--- config.mk ---
export PLATFORM = sky130hd
export DESIGN_NAME = team_05_wb_master_arbiter
export DESIGN_NICKNAME = d
export VERILOG_FILES = /design/src/rtl/team_05_arb_pkg.sv /design/src/rtl/team_05_rr_arb2.sv /design/src/rtl/team_05_wb_master_arbiter.sv
export SDC_FILE = /design/constraint.sdc
export NUM_CORES = 1
export LEC_CHECK = 0
export CAP_MARGIN = 20
export CORE_MARGIN = 4
export CORE_UTILIZATION = 38
export DETAILED_ROUTE_END_ITERATION = 10
export PLACE_DENSITY = 0.76
export SYNTH_ARGS = -nofsm -noshare
export SYNTH_HDL_FRONTEND = slang
export SYNTH_SLANG_ARGS = --single-unit
export TNS_END_PERCENT = 50
--- constraint.sdc ---
create_clock -name clk_i -period 3.1 [get_ports clk_i]
set_input_delay 0.62 -clock clk_i [delete_from_list [all_inputs] [get_ports clk_i]]
set_output_delay 0.62 -clock clk_i [all_outputs]
set_load 0.01 [all_outputs]
--- src/rtl/team_05_arb_pkg.sv ---
// Shared types and constants for the team_05 two-requester Wishbone master arbiter.
package team_05_arb_pkg;

  localparam int unsigned NUM_REQ = 2;
  localparam int unsigned ADR_W   = 32;
  localparam int unsigned DAT_W   = 32;
  localparam int unsigned SEL_W   = 4;

  // Read data returned on a timed-out transaction.
  localparam logic [DAT_W-1:0] RDATA_ERR = 32'h0;

  typedef enum logic [1:0] {
    IDLE = 2'd0,
    BUS  = 2'd1,
    RESP = 2'd2
  } state_t;

  // Operands of one requester's Wishbone transaction.
  typedef struct packed {
    logic [ADR_W-1:0] adr;
    logic [DAT_W-1:0] dat;
    logic [SEL_W-1:0] sel;
    logic             we;
  } wb_req_t;

endpackage

--- src/rtl/team_05_rr_arb2.sv ---
// Two-way round-robin grant logic (combinational).
//   req        : request levels of requesters 1..0
//   last_grant : index of the requester granted most recently
//   gnt        : one-hot grant, all zero when nothing is requested
module team_05_rr_arb2
  import team_05_arb_pkg::*;
(
  input  logic [NUM_REQ-1:0] req,
  input  logic               last_grant,
  output logic [NUM_REQ-1:0] gnt
);

  // A tie goes to the requester that was not served last.
  always_comb begin
    gnt = '0;
    if (req == 2'b11) begin
      gnt = last_grant ? 2'b01 : 2'b10;
    end else begin
      gnt = req;
    end
  end

endmodule

--- src/rtl/team_05_wb_master_arbiter.sv ---
// Shares one Wishbone master port between requester 0 (fetch) and
// requester 1 (data). Round-robin, one transaction in flight, bus timeout
// answered with an error completion.
//   clk_i, rst_i          : clock, synchronous active-high reset
//   mN_req_i/adr/dat/sel/we: requester N transaction request and operands
//   mN_done_o/err_o/rdata_o: requester N completion pulse, timeout flag, read data
//   ADR_O..CYC_O, DAT_I, ACK_I : Wishbone master port
//   busy_o                : high while a transaction is on the bus or responding
module team_05_wb_master_arbiter
  import team_05_arb_pkg::*;
#(
  parameter int unsigned TIMEOUT_CYCLES = 255,
  parameter int unsigned CNT_W          = 8
) (
  input  logic             clk_i,
  input  logic             rst_i,
  input  logic             m0_req_i,
  input  logic [ADR_W-1:0] m0_adr_i,
  input  logic [DAT_W-1:0] m0_dat_i,
  input  logic [SEL_W-1:0] m0_sel_i,
  input  logic             m0_we_i,
  output logic             m0_done_o,
  output logic             m0_err_o,
  output logic [DAT_W-1:0] m0_rdata_o,
  input  logic             m1_req_i,
  input  logic [ADR_W-1:0] m1_adr_i,
  input  logic [DAT_W-1:0] m1_dat_i,
  input  logic [SEL_W-1:0] m1_sel_i,
  input  logic             m1_we_i,
  output logic             m1_done_o,
  output logic             m1_err_o,
  output logic [DAT_W-1:0] m1_rdata_o,
  output logic [ADR_W-1:0] ADR_O,
  output logic [DAT_W-1:0] DAT_O,
  output logic [SEL_W-1:0] SEL_O,
  output logic             WE_O,
  output logic             STB_O,
  output logic             CYC_O,
  input  logic [DAT_W-1:0] DAT_I,
  input  logic             ACK_I,
  output logic             busy_o
);

  state_t             state;
  logic               last_grant;
  logic               gnt_idx;
  logic [CNT_W-1:0]   cnt;
  logic [NUM_REQ-1:0] done_q;
  logic [NUM_REQ-1:0] err_q;
  logic [DAT_W-1:0]   rdata_q [NUM_REQ];

  logic [NUM_REQ-1:0] req;
  logic [NUM_REQ-1:0] gnt;
  wb_req_t            op0;
  wb_req_t            op1;
  wb_req_t            op_sel;
  logic               timeout_hit;

  assign req = {m1_req_i, m0_req_i};
  assign op0 = '{adr: m0_adr_i, dat: m0_dat_i, sel: m0_sel_i, we: m0_we_i};
  assign op1 = '{adr: m1_adr_i, dat: m1_dat_i, sel: m1_sel_i, we: m1_we_i};
  assign op_sel = gnt[1] ? op1 : op0;

  // Timeout comparison; a zero limit disables it entirely.
  assign timeout_hit = (TIMEOUT_CYCLES != 0) && (cnt == CNT_W'(TIMEOUT_CYCLES));

  team_05_rr_arb2 u_arb (
    .req        (req),
    .last_grant (last_grant),
    .gnt        (gnt)
  );

  // Arbitration FSM, timeout counter and registered bus/response outputs.
  always_ff @(posedge clk_i) begin
    if (rst_i) begin
      state      <= IDLE;
      last_grant <= 1'b1;
      gnt_idx    <= 1'b0;
      cnt        <= '0;
      done_q     <= '0;
      err_q      <= '0;
      for (int unsigned i = 0; i < NUM_REQ; i++) rdata_q[i] <= '0;
      ADR_O      <= '0;
      DAT_O      <= '0;
      SEL_O      <= '0;
      WE_O       <= 1'b0;
      STB_O      <= 1'b0;
      CYC_O      <= 1'b0;
      busy_o     <= 1'b0;
    end else begin
      case (state)
        IDLE: begin
          if (|req) begin
            ADR_O      <= op_sel.adr;
            DAT_O      <= op_sel.dat;
            SEL_O      <= op_sel.sel;
            WE_O       <= op_sel.we;
            CYC_O      <= 1'b1;
            STB_O      <= 1'b1;
            last_grant <= gnt[1];
            gnt_idx    <= gnt[1];
            cnt        <= '0;
            busy_o     <= 1'b1;
            state      <= BUS;
          end
        end
        BUS: begin
          // ACK wins over a timeout landing in the same cycle.
          if (ACK_I || timeout_hit) begin
            done_q[gnt_idx]  <= 1'b1;
            err_q[gnt_idx]   <= !ACK_I;
            rdata_q[gnt_idx] <= (ACK_I && !WE_O) ? DAT_I : RDATA_ERR;
            ADR_O            <= '0;
            DAT_O            <= '0;
            SEL_O            <= '0;
            WE_O             <= 1'b0;
            CYC_O            <= 1'b0;
            STB_O            <= 1'b0;
            state            <= RESP;
          end else begin
            cnt <= cnt + CNT_W'(1);
          end
        end
        RESP: begin
          done_q <= '0;
          err_q  <= '0;
          busy_o <= 1'b0;
          state  <= IDLE;
        end
        default: state <= IDLE;
      endcase
    end
  end

  assign m0_done_o  = done_q[0];
  assign m1_done_o  = done_q[1];
  assign m0_err_o   = err_q[0];
  assign m1_err_o   = err_q[1];
  assign m0_rdata_o = rdata_q[0];
  assign m1_rdata_o = rdata_q[1];

endmodule
==> flow_summary.yaml, run 1 <==
route:
  wl_per_cell_um: 17.36
  number_of_drc_markers_in_iteration_0: 302
  routed_wl_mm: 20.68
  detailroute.via_count: 6109
  drt_drc_violations_left: 0
  drt_pass1_iterations: 5
  ant_nets: 0
  vias_per_cell: 5.129
cells_and_area:
  multi_input_area_um2: 2765
  register_area_um2: 3664
  layout.filler_cells: 1454
  num-nets-final: 1129
  antenna_diode_count: 0
  final_layout_size_suffix_gt1_frac: 0.1304
  flow.area_growth_from_synthesis_pct: 57.63
job:
  drv.max_cap_violation_count: 0
synthesis:
  unique_masters_post_synth: 41
  number_of_flip_flops_and_latches_in_the_synthesized_netlist: 151
  post_synth.cell_area_avg_um2: 10.07
  ys_warn_count: 0
  synth.yosys.seq_area_share: 0.5453
  post_synth_design_cell_area_um2: 6719
  synth-edff-count: 64
  synth-main-ff-cell: "sky130_fd_sc_hd__dfxtp_1"
  syn_inst: 667
  synth_nets: 843
  ys_async_sr_fraction: 0
floorplan:
  initial_core_util: 0.3885
  placeableCoreArea_um2: 17300
  row_count: 48
  io_pins: 315
  die_w_um: 141.0
  die_h_um: 141.0
  total_die_area_um2: 19870
global_route:
  antenna_found_initial: 0
  global_route.usage.total: 0.1991
  grt_first_pass_wirelength_mm: 31.66
  overflow: 0
  first_global_vias: 6006
  grt_max_degree: 82
timing:
  clock_skew_ns: 0.01041
  report.final.slew_viol_count: 0
  setup_violations: 0
  max_freq_mhz: 436.3
  grt_setup_unrepaired: "no"
  fin_hold_ws_ns: 0.4299
  timing_hold_violations_final: 0
  slew-limit-headroom: 0.3951
  finalSetupTns_ns: 0
  fin_crit_ns: 2.292
  min_period_over_period: 0.7393
  worst-slew-pin-transition_ns: 0.9074
clocking:
  cts.htree.levels: 4
  holdBufCountCts: 0
  tritoncts: "yes"
  clock_tree.root_cell: "sky130_fd_sc_hd__clkbuf_16"
  cts.path.max_buffers: 2
  cts_buffers: 17
  number_of_buffers_inserted_by_post_cts_setup_repair: 0
  clock_pin_transition_on_the_worst_setup_and_hold_timing_paths_ns: 0.06
  cts_resized: 0
  clock_latency_ns: 0.41
  clock_sinks: 151
critical_path:
  worstPathCellList: "ha_1 -> and3_2 -> a21oi_4 -> or4_1 -> nand2_1 -> buf_4"
  cp_data_arrival_time_ns: 2.35
  critPathMaxStageDelay_ns: 0.49
  worst_path_max_delay_cell: "sky130_fd_sc_hd__or4_1"
  critical_path.top_delay_family: "simple AND/OR/NAND/NOR gates"
  critical_path_peak_fanout: 32
  critical_path_buf_inv_count: 1
  endpoint_kind_of_the_worst_setup_timing_path: "flip-flop"
  timing.setup.critical_path_class: "reg2reg"
  timing.critical_path.required_ns: 3.16
  crit_path_start_kind: "flip-flop"
hold_path:
  worst_hold_path_type: "in2reg"
power:
  power.density_cell_area_nw_per_um2: 495.8
  vdd_drop_max_v: 0.0003692
  p_leak_nw: 3.757
placement:
  port_buffers: 314
  gp_congestion: 0.7920
  place.detailed.hpwl_mm: 14.65
outcome:
  status: "finished clean"
worst paths after layout:
path,depth (start not counted),slack (ns),end,start
hold reg to reg,1,0.47,done_q[0]$_SDFFE_PP0P_,done_q[0]$_SDFFE_PP0P_
hold / removal,2,0.43,gnt_idx$_SDFFE_PP0P_,rst_i
setup / recovery,6,0.81,rdata_q[0][2]$_SDFFCE_PN0P_,cnt[0]$_SDFFE_PP0P_
setup reg to reg,6,0.81,rdata_q[0][2]$_SDFFCE_PN0P_,cnt[0]$_SDFFE_PP0P_
registers in the layout, summed over array words and instances, names as in the netlist:
signal and cells:
WE_O 1, ADR_O 32, err_q 2, cnt 8, done_q 2, state 2, busy_o 1, CYC_O 1
gnt_idx 1, rdata_q 64, last_grant 1, SEL_O 4, DAT_O 32
where the power goes:
part	leakage, nW	total [mW]	internal, mW	switching, mW
clock network	0.253	1.90	1.04	0.858
logic	2.12	1.09	0.600	0.488
registers	1.38	2.26	2.20	0.0636
total	3.76	5.25	3.84	1.41
cells in the mapped netlist (4+ instances only):
library cell / instances / share of area
sky130_fd_sc_hd__a31oi_1: 7 / 0.0065
sky130_fd_sc_hd__o211ai_1: 69 / 0.077
sky130_fd_sc_hd__mux2_2: 69 / 0.12
sky130_fd_sc_hd__dfxtp_1: 87 / 0.26
sky130_fd_sc_hd__nand2_1: 110 / 0.061
sky130_fd_sc_hd__edfxtp_1: 64 / 0.29
sky130_fd_sc_hd__buf_2: 18 / 0.013
sky130_fd_sc_hd__clkbuf_1: 36 / 0.020
sky130_fd_sc_hd__o21a_1: 4 / 0.0045
sky130_fd_sc_hd__nor2_1: 68 / 0.038
sky130_fd_sc_hd__buf_6: 7 / 0.012
sky130_fd_sc_hd__nor3_1: 4 / 0.0030
sky130_fd_sc_hd__a21oi_1: 78 / 0.058
sky130_fd_sc_hd__nand3_1: 12 / 0.0089
cell families after synthesis:
| kind of cell | Yosys count | synth area share |
|---|---|---|
| and+or+nand+nor | 211 | 0.1298 |
| AOI/OAI and AO/OA | 169 | 0.1588 |
| buffers and inverters | 66 | 0.04861 |
| muxes | 69 | 0.1156 |
| DFF | 151 | 0.5453 |
| adders and majority gates | 1 | 0.001862 |
layer usage:
metal / up-vias / routed length, um / global-route usage / part of all wire
li1: 2957 / - / - / -
met1: 2851 / 8144 / 0.2381 / 0.39
met2: 279 / 10300 / 0.3443 / 0.50
met3: 22 / 1998 / 0.06377 / 0.097
met4: 0 / 236 / 0.05711 / 0.011
met5: - / 0 / 0 / 0
placed cells by master, fill, tap and decap left out, types with 2 or more instances in the layout:
cell type                         instances
sky130_fd_sc_hd__inv_6                    3
sky130_fd_sc_hd__inv_8                    3
sky130_fd_sc_hd__buf_12                   5
sky130_fd_sc_hd__clkbuf_16               17
sky130_fd_sc_hd__mux2_2                  69
sky130_fd_sc_hd__nand3b_1                 2
sky130_fd_sc_hd__nand2_1                110
sky130_fd_sc_hd__clkdlybuf4s50_1        313
sky130_fd_sc_hd__a21oi_1                 78
sky130_fd_sc_hd__o21ai_0                  2
sky130_fd_sc_hd__buf_4                   12
sky130_fd_sc_hd__a31oi_1                  7
sky130_fd_sc_hd__clkinv_4                 2
sky130_fd_sc_hd__inv_1                    2
sky130_fd_sc_hd__clkinvlp_4               4
sky130_fd_sc_hd__nor2_1                  68
sky130_fd_sc_hd__clkinv_1                 2
sky130_fd_sc_hd__nand3_1                 12
sky130_fd_sc_hd__or3_1                    2
sky130_fd_sc_hd__o21a_1                   3
sky130_fd_sc_hd__and3_1                   2
sky130_fd_sc_hd__o211ai_1                69
sky130_fd_sc_hd__dfxtp_1                 87
sky130_fd_sc_hd__edfxtp_1                64
sky130_fd_sc_hd__nor3_1                   4
per-stage QoR:
stage	worst slack, ns	power (mW)	util	cells	instance area (um2)
floorplan	0.3942	2.787	-	667	6719
global placement	0.4757	3.392	0.5808	1159	10050
detailed placement	0.4708	3.405	0.5808	1159	10050
CTS	0.8083	5.316	0.6123	1191	10590
global route	0.6607	5.488	0.6123	1191	10590
finish	0.8082	5.251	0.6123	1191	10590
final cells by class:
class,instances,area share
inverters,2,0.0007088
well taps,225,0.02658
repair buffers,331,0.3142
clock inverters,15,0.01134
clock buffers,17,0.04017
flip-flops and latches,151,0.3459
multi-input cells,450,0.2611
(Power assumes the default switching activity.)
==> run 2: changes to the inputs <==
- CORE_UTILIZATION: 38 -> 37
- PLACE_DENSITY: 0.76 -> 0.77
- clock period: 3.1 -> 1.9 ns (I/O delays scaled with it)
==> flow_summary.yaml, run 2 (same netlist as run 1, synthesis figures left out) <==
cells_and_area:
  finalNonFillerCells: 1217
  utilization: 0.6136
  largest-register: "rdata_q"
  antenna_diode_count: 0
  layout.cell_area.non_filler_um2: 10990
  multi_input_area_um2: 2879
  layout.filler_cells: 1474
  layout.cells.most_common_list: "313 x sky130_fd_sc_hd__clkdlybuf4s50_1, 108 x sky130_fd_sc_hd__nand2_1, 85 x sky130_fd_sc_hd__dfxtp_1"
  num-nets-final: 1151
  top_registers: "rdata_q (64), ADR_O (32), DAT_O (32)"
  largest_register_ff_count: 64
  final_layout_size_suffix_gt1_frac: 0.1670
  register_area_um2: 3666
  mostFrequentLayoutCell: "sky130_fd_sc_hd__clkdlybuf4s50_1"
  flow.area_growth_from_synthesis_pct: 63.50
route:
  drt_drc_violations_left: 0
  wl_per_cell_um: 17.48
  vias_per_cell: 5.087
  detailroute.via_count: 6191
  number_of_drc_markers_in_iteration_0: 317
  routed_wl_mm: 21.27
  ant_nets: 0
  drt_pass1_iterations: 4
timing:
  min_period_over_period: 0.9941
  clock_skew_ns: 0.009292
  grt_setup_unrepaired: "yes"
  max_freq_mhz: 529.5
  slew-limit-headroom: 0.5865
  worst-slew-pin-transition_ns: 0.6203
  fin_hold_ws_ns: 0.3031
  report.final.slew_viol_count: 0
  fin_crit_ns: 1.889
  finalSetupTns_ns: 0
  setup_violations: 0
  setup_ws_ns: 0.01127
  timing_hold_violations_final: 0
floorplan:
  placeableCoreArea_um2: 17900
  total_die_area_um2: 20380
  die_h_um: 142.8
  io_pins: 315
  initial_core_util: 0.3753
  die_w_um: 142.8
  row_count: 49
clocking:
  clock_sinks: 151
  tritoncts: "yes"
  cts.htree.levels: 4
  clock_tree.root_cell: "sky130_fd_sc_hd__clkbuf_16"
  number_of_buffers_inserted_by_post_cts_setup_repair: 0
  cts.path.max_buffers: 2
  clock_latency_ns: 0.41
  clock_pin_transition_on_the_worst_setup_and_hold_timing_paths_ns: 0.07
  cts_buffers: 17
  holdBufCountCts: 0
power:
  finalPower_mw: 9.134
  vdd_drop_max_v: 0.0005521
  p_leak_nw: 3.952
  power.density_cell_area_nw_per_um2: 831.5
hold_path:
  worst_hold_path_type: "in2reg"
global_route:
  grt_first_pass_wirelength_mm: 31.86
  antenna_found_initial: 0
  global_route.usage.total: 0.1983
  first_global_vias: 6103
  overflow: 0
  grt_max_degree: 55
placement:
  dp_cells: 1182
  detailedPlace.worstSlack_ns: -0.3402
  gp_congestion: 0.8062
  place.detailed.hpwl_mm: 15.30
  instance_area_at_placement_um2: 10270
  port_buffers: 314
critical_path:
  cp_data_arrival_time_ns: 2.00
  worst_path_max_delay_cell: "sky130_fd_sc_hd__or4b_4"
  critical_path_peak_fanout: 8
  endpoint_kind_of_the_worst_setup_timing_path: "flip-flop"
  timing.critical_path.required_ns: 2.01
  crit_path_start_kind: "flip-flop"
  timing.setup.critical_path_class: "reg2reg"
  critPathMaxStageDelay_ns: 0.62
  worstPathCellList: "ha_4 -> and3_4 -> a21oi_4 -> or4b_4 -> nand2_2"
outcome:
  status: "finished clean"
job:
  drv.max_cap_violation_count: 0
run 2: cell count changes in the layout (fill, tap and decap cells not counted), moves of 3 or more:
cell / before / now
sky130_fd_sc_hd__nand2_8: 0 / 3
sky130_fd_sc_hd__clkinvlp_4: 4 / 0
sky130_fd_sc_hd__buf_12: 5 / 8
sky130_fd_sc_hd__nor2_2: 0 / 8
sky130_fd_sc_hd__bufinv_16: 0 / 3
sky130_fd_sc_hd__nor2_1: 68 / 60
sky130_fd_sc_hd__inv_6: 3 / 6
sky130_fd_sc_hd__buf_4: 12 / 26
run 2: layout make-up:
type | instances | share of cell area
clock buffers | 17 | 0.03872
inverters | 2 | 0.0006834
well taps | 229 | 0.02608
flip-flops and latches | 151 | 0.3337
multi-input cells | 453 | 0.2621
repair buffers | 350 | 0.3204
clock inverters | 15 | 0.01834
run 2: worst paths after layout:
path                                             start  depth (start not counted)                           to  slack [ns]
worst max-delay path               cnt[1]$_SDFFE_PP0P_                          5  rdata_q[1][6]$_SDFFCE_PN0P_        0.01
worst min-delay path                             rst_i                          3      last_grant$_SDFFE_PP1P_        0.30
worst max register to register     cnt[1]$_SDFFE_PP0P_                          5  rdata_q[1][6]$_SDFFCE_PN0P_        0.01
worst min register to register  done_q[0]$_SDFFE_PP0P_                          1       done_q[0]$_SDFFE_PP0P_        0.47
run 2: worst max-delay path: cells and delay by family (launching register included):
kind	cells	cell delay [ns]
simple gates	3	1.04
flops	1	0.35
fa+ha+maj	1	0.13
compound gates	1	0.06
run 2: metal layers:
| layer | up-vias | track usage | part of all wire |
|---|---|---|---|
| met5 | - | 0 | 0 |
| met4 | 0 | 0.06053 | 0.013 |
| met3 | 17 | 0.07100 | 0.097 |
| met2 | 266 | 0.3487 | 0.50 |
| met1 | 2893 | 0.2259 | 0.39 |
| li1 | 3015 | - | - |
run 2: power breakdown:
part           total [mW]  internal [mW]  switching, mW  leakage, nW
Combinational        1.84           1.02          0.827         2.26
Sequential           3.70           3.59          0.108         1.38
Clock                3.59           2.13           1.46        0.311
Total                9.13           6.74           2.39         3.95
run 2: what timing repair did:
item                                    CTS  global route
gates resized for setup                   3            14
pin swaps                                 3             0
cloned                                    3             0
endpoints found under the setup margin  119            80
==> run 3: changes to the inputs <==
- CORE_UTILIZATION: 37 -> 38
- PLACE_DENSITY: 0.77 -> 0.76
- clock period: 1.9 -> 1.8 ns (I/O delays scaled with it)
==> flow_summary.yaml, run 3 (same netlist as run 1, synthesis figures left out) <==
clocking:
  clock_latency_ns: 0.42
  tritoncts: "yes"
  cts_buffers: 17
  cts.htree.levels: 4
  holdBufCountCts: 0
  cts.path.max_buffers: 2
  clock_sinks: 151
  clock_tree.root_cell: "sky130_fd_sc_hd__clkbuf_16"
  clock_pin_transition_on_the_worst_setup_and_hold_timing_paths_ns: 0.06
floorplan:
  die_w_um: 141.0
  placeableCoreArea_um2: 17300
  io_pins: 315
  total_die_area_um2: 19870
  initial_core_util: 0.3885
  row_count: 48
  die_h_um: 141.0
hold_path:
  timing.hold.worst_path_depth: 1
  worst_hold_path_type: "reg2reg"
  timing.hold.worst_endpoint: "done_q[1]$_SDFFE_PP0P_"
  worstHoldStart: "done_q[1]$_SDFFE_PP0P_"
cells_and_area:
  register_area_um2: 3669
  layout.cell_area.non_filler_um2: 11120
  mostFrequentLayoutCell: "sky130_fd_sc_hd__clkdlybuf4s50_1"
  num-nets-final: 1159
  multi_input_area_um2: 2940
  flow.area_growth_from_synthesis_pct: 65.44
  final_layout_size_suffix_gt1_frac: 0.1827
  finalNonFillerCells: 1221
  largest-register: "rdata_q"
  largest_register_ff_count: 64
  layout.cells.most_common_list: "312 x sky130_fd_sc_hd__clkdlybuf4s50_1, 108 x sky130_fd_sc_hd__nand2_1, 85 x sky130_fd_sc_hd__dfxtp_1"
  layout.filler_cells: 1392
  antenna_diode_count: 0
  top_registers: "rdata_q (64), ADR_O (32), DAT_O (32)"
global_route:
  antenna_found_initial: 0
  grt_first_pass_wirelength_mm: 32.59
  overflow: 0
  first_global_vias: 6204
  grt_max_degree: 50
  global_route.usage.total: 0.2064
critical_path:
  worstPathCellList: "ha_4 -> and3_4 -> a21oi_4 -> or4b_4 -> nand2_8"
  r2r_slack_ns: -0.08
  crit_path_start_kind: "flip-flop"
  worst_path_max_delay_cell: "sky130_fd_sc_hd__or4b_4"
  endpoint_kind_of_the_worst_setup_timing_path: "flip-flop"
  rr_startpoint: "cnt[1]$_SDFFE_PP0P_"
  timing.reg2reg.worst_path_depth: 5
  cp_data_arrival_time_ns: 1.99
  rr_endpoint: "rdata_q[1][18]$_SDFFCE_PN0P_"
  critPathMaxStageDelay_ns: 0.60
  timing.critical_path.required_ns: 1.91
  critical_path_peak_fanout: 16
  timing.setup.critical_path_class: "reg2reg"
timing:
  min_period_over_period: 1.046
  worst-slew-pin-transition_ns: 1.008
  timing_hold_violations_final: 0
  finalSetupTns_ns: -4.452
  max_freq_mhz: 531.2
  grt_setup_unrepaired: "yes"
  fin_crit_ns: 1.882
  setup_violations: 116
  slew-limit-headroom: 0.3274
  clock_skew_ns: 0.007169
  report.final.slew_viol_count: 0
  setup_ws_ns: -0.08248
route:
  drt_drc_violations_left: 0
  detailroute.via_count: 6390
  routed_wl_mm: 21.99
  drt_pass1_iterations: 4
  vias_per_cell: 5.233
  ant_nets: 0
  number_of_drc_markers_in_iteration_0: 344
  wl_per_cell_um: 18.01
placement:
  place.detailed.hpwl_mm: 15.14
  dp_cells: 1181
  gp_congestion: 0.7867
  instance_area_at_placement_um2: 10310
  port_buffers: 314
job:
  drv.max_cap_violation_count: 0
power:
  power.density_cell_area_nw_per_um2: 830.6
  finalPower_mw: 9.232
  vdd_drop_max_v: 0.0006675
  p_leak_nw: 3.990
outcome:
  failing_checks: "negative setup slack"
  status: "complete, but fails checks"
## run 3: repair_timing
| action | CTS | global route |
|---|---|---|
| resized for setup | 11 | 27 |
| pin swaps | 3 | 7 |
| gates cloned | 3 | 4 |
| setup endpoints to repair | 135 | 167 |
| setup buffers | 0 | 1 |
| hold endpoints to repair | 0 | 0 |
## run 3: layout make-up
class,count,share of cell area
Clock buffer,18,0.03861
Timing Repair Buffer,357,0.3304
Multi-Input combinational cell,454,0.2645
Inverter,2,0.0006754
Sequential cell,151,0.3300
Tap cell,225,0.02533
Clock inverter,14,0.01047
## run 3: power by group
| part | total (mW) | leakage, nW | switching (mW) | internal [mW] |
|---|---|---|---|---|
| Clock | 3.32 | 0.259 | 1.52 | 1.80 |
| Combinational | 2.01 | 2.35 | 0.900 | 1.11 |
| Sequential | 3.90 | 1.38 | 0.111 | 3.79 |
## run 3: per-layer routing
layer	vias up	track usage	share of wire	wire, um
met1	3018	0.2503	0.39	8673
met2	317	0.3536	0.49	10870
li1	3028	-	-	-
met5	-	0	0	0
met3	27	0.06411	0.096	2101
met4	0	0.06068	0.015	338
## run 3: worst max-delay path by stage
stage,to,slack (ns),from,cells past startpoint
after floorplan,rdata_q[1][0]$_SDFFCE_PN0P_,-0.22,cnt[1]$_SDFFE_PP0P_,7
after global placement,rdata_q[1][19]$_SDFFCE_PN0P_,-0.40,ACK_I,4
after detailed placement,rdata_q[1][13]$_SDFFCE_PN0P_,-0.42,ACK_I,4
after CTS,rdata_q[1][25]$_SDFFCE_PN0P_,-0.06,cnt[1]$_SDFFE_PP0P_,6
after global routing,rdata_q[1][20]$_SDFFCE_PN0P_,-0.11,cnt[1]$_SDFFE_PP0P_,5
final,rdata_q[1][18]$_SDFFCE_PN0P_,-0.08,cnt[1]$_SDFFE_PP0P_,5
## run 3: stage by stage
step | utilization | hold slack (ns) | setup slack, ns
final | 0.6427 | 0.4692 | -0.08248
after global routing | 0.6427 | 0.4905 | -0.1105
after CTS | 0.6319 | 0.4713 | -0.05927
after detailed placement | 0.5962 | 0.4573 | -0.4174
after global placement | 0.5962 | 0.4537 | -0.4008
after floorplan | - | 0.4407 | -0.2218
## run 3: critical path: cells and delay by family, from the launching register on
family	cells	cell delay, ns
simple gates	3	0.99
flops	1	0.36
fa+ha+maj	1	0.14
compound gates	1	0.07
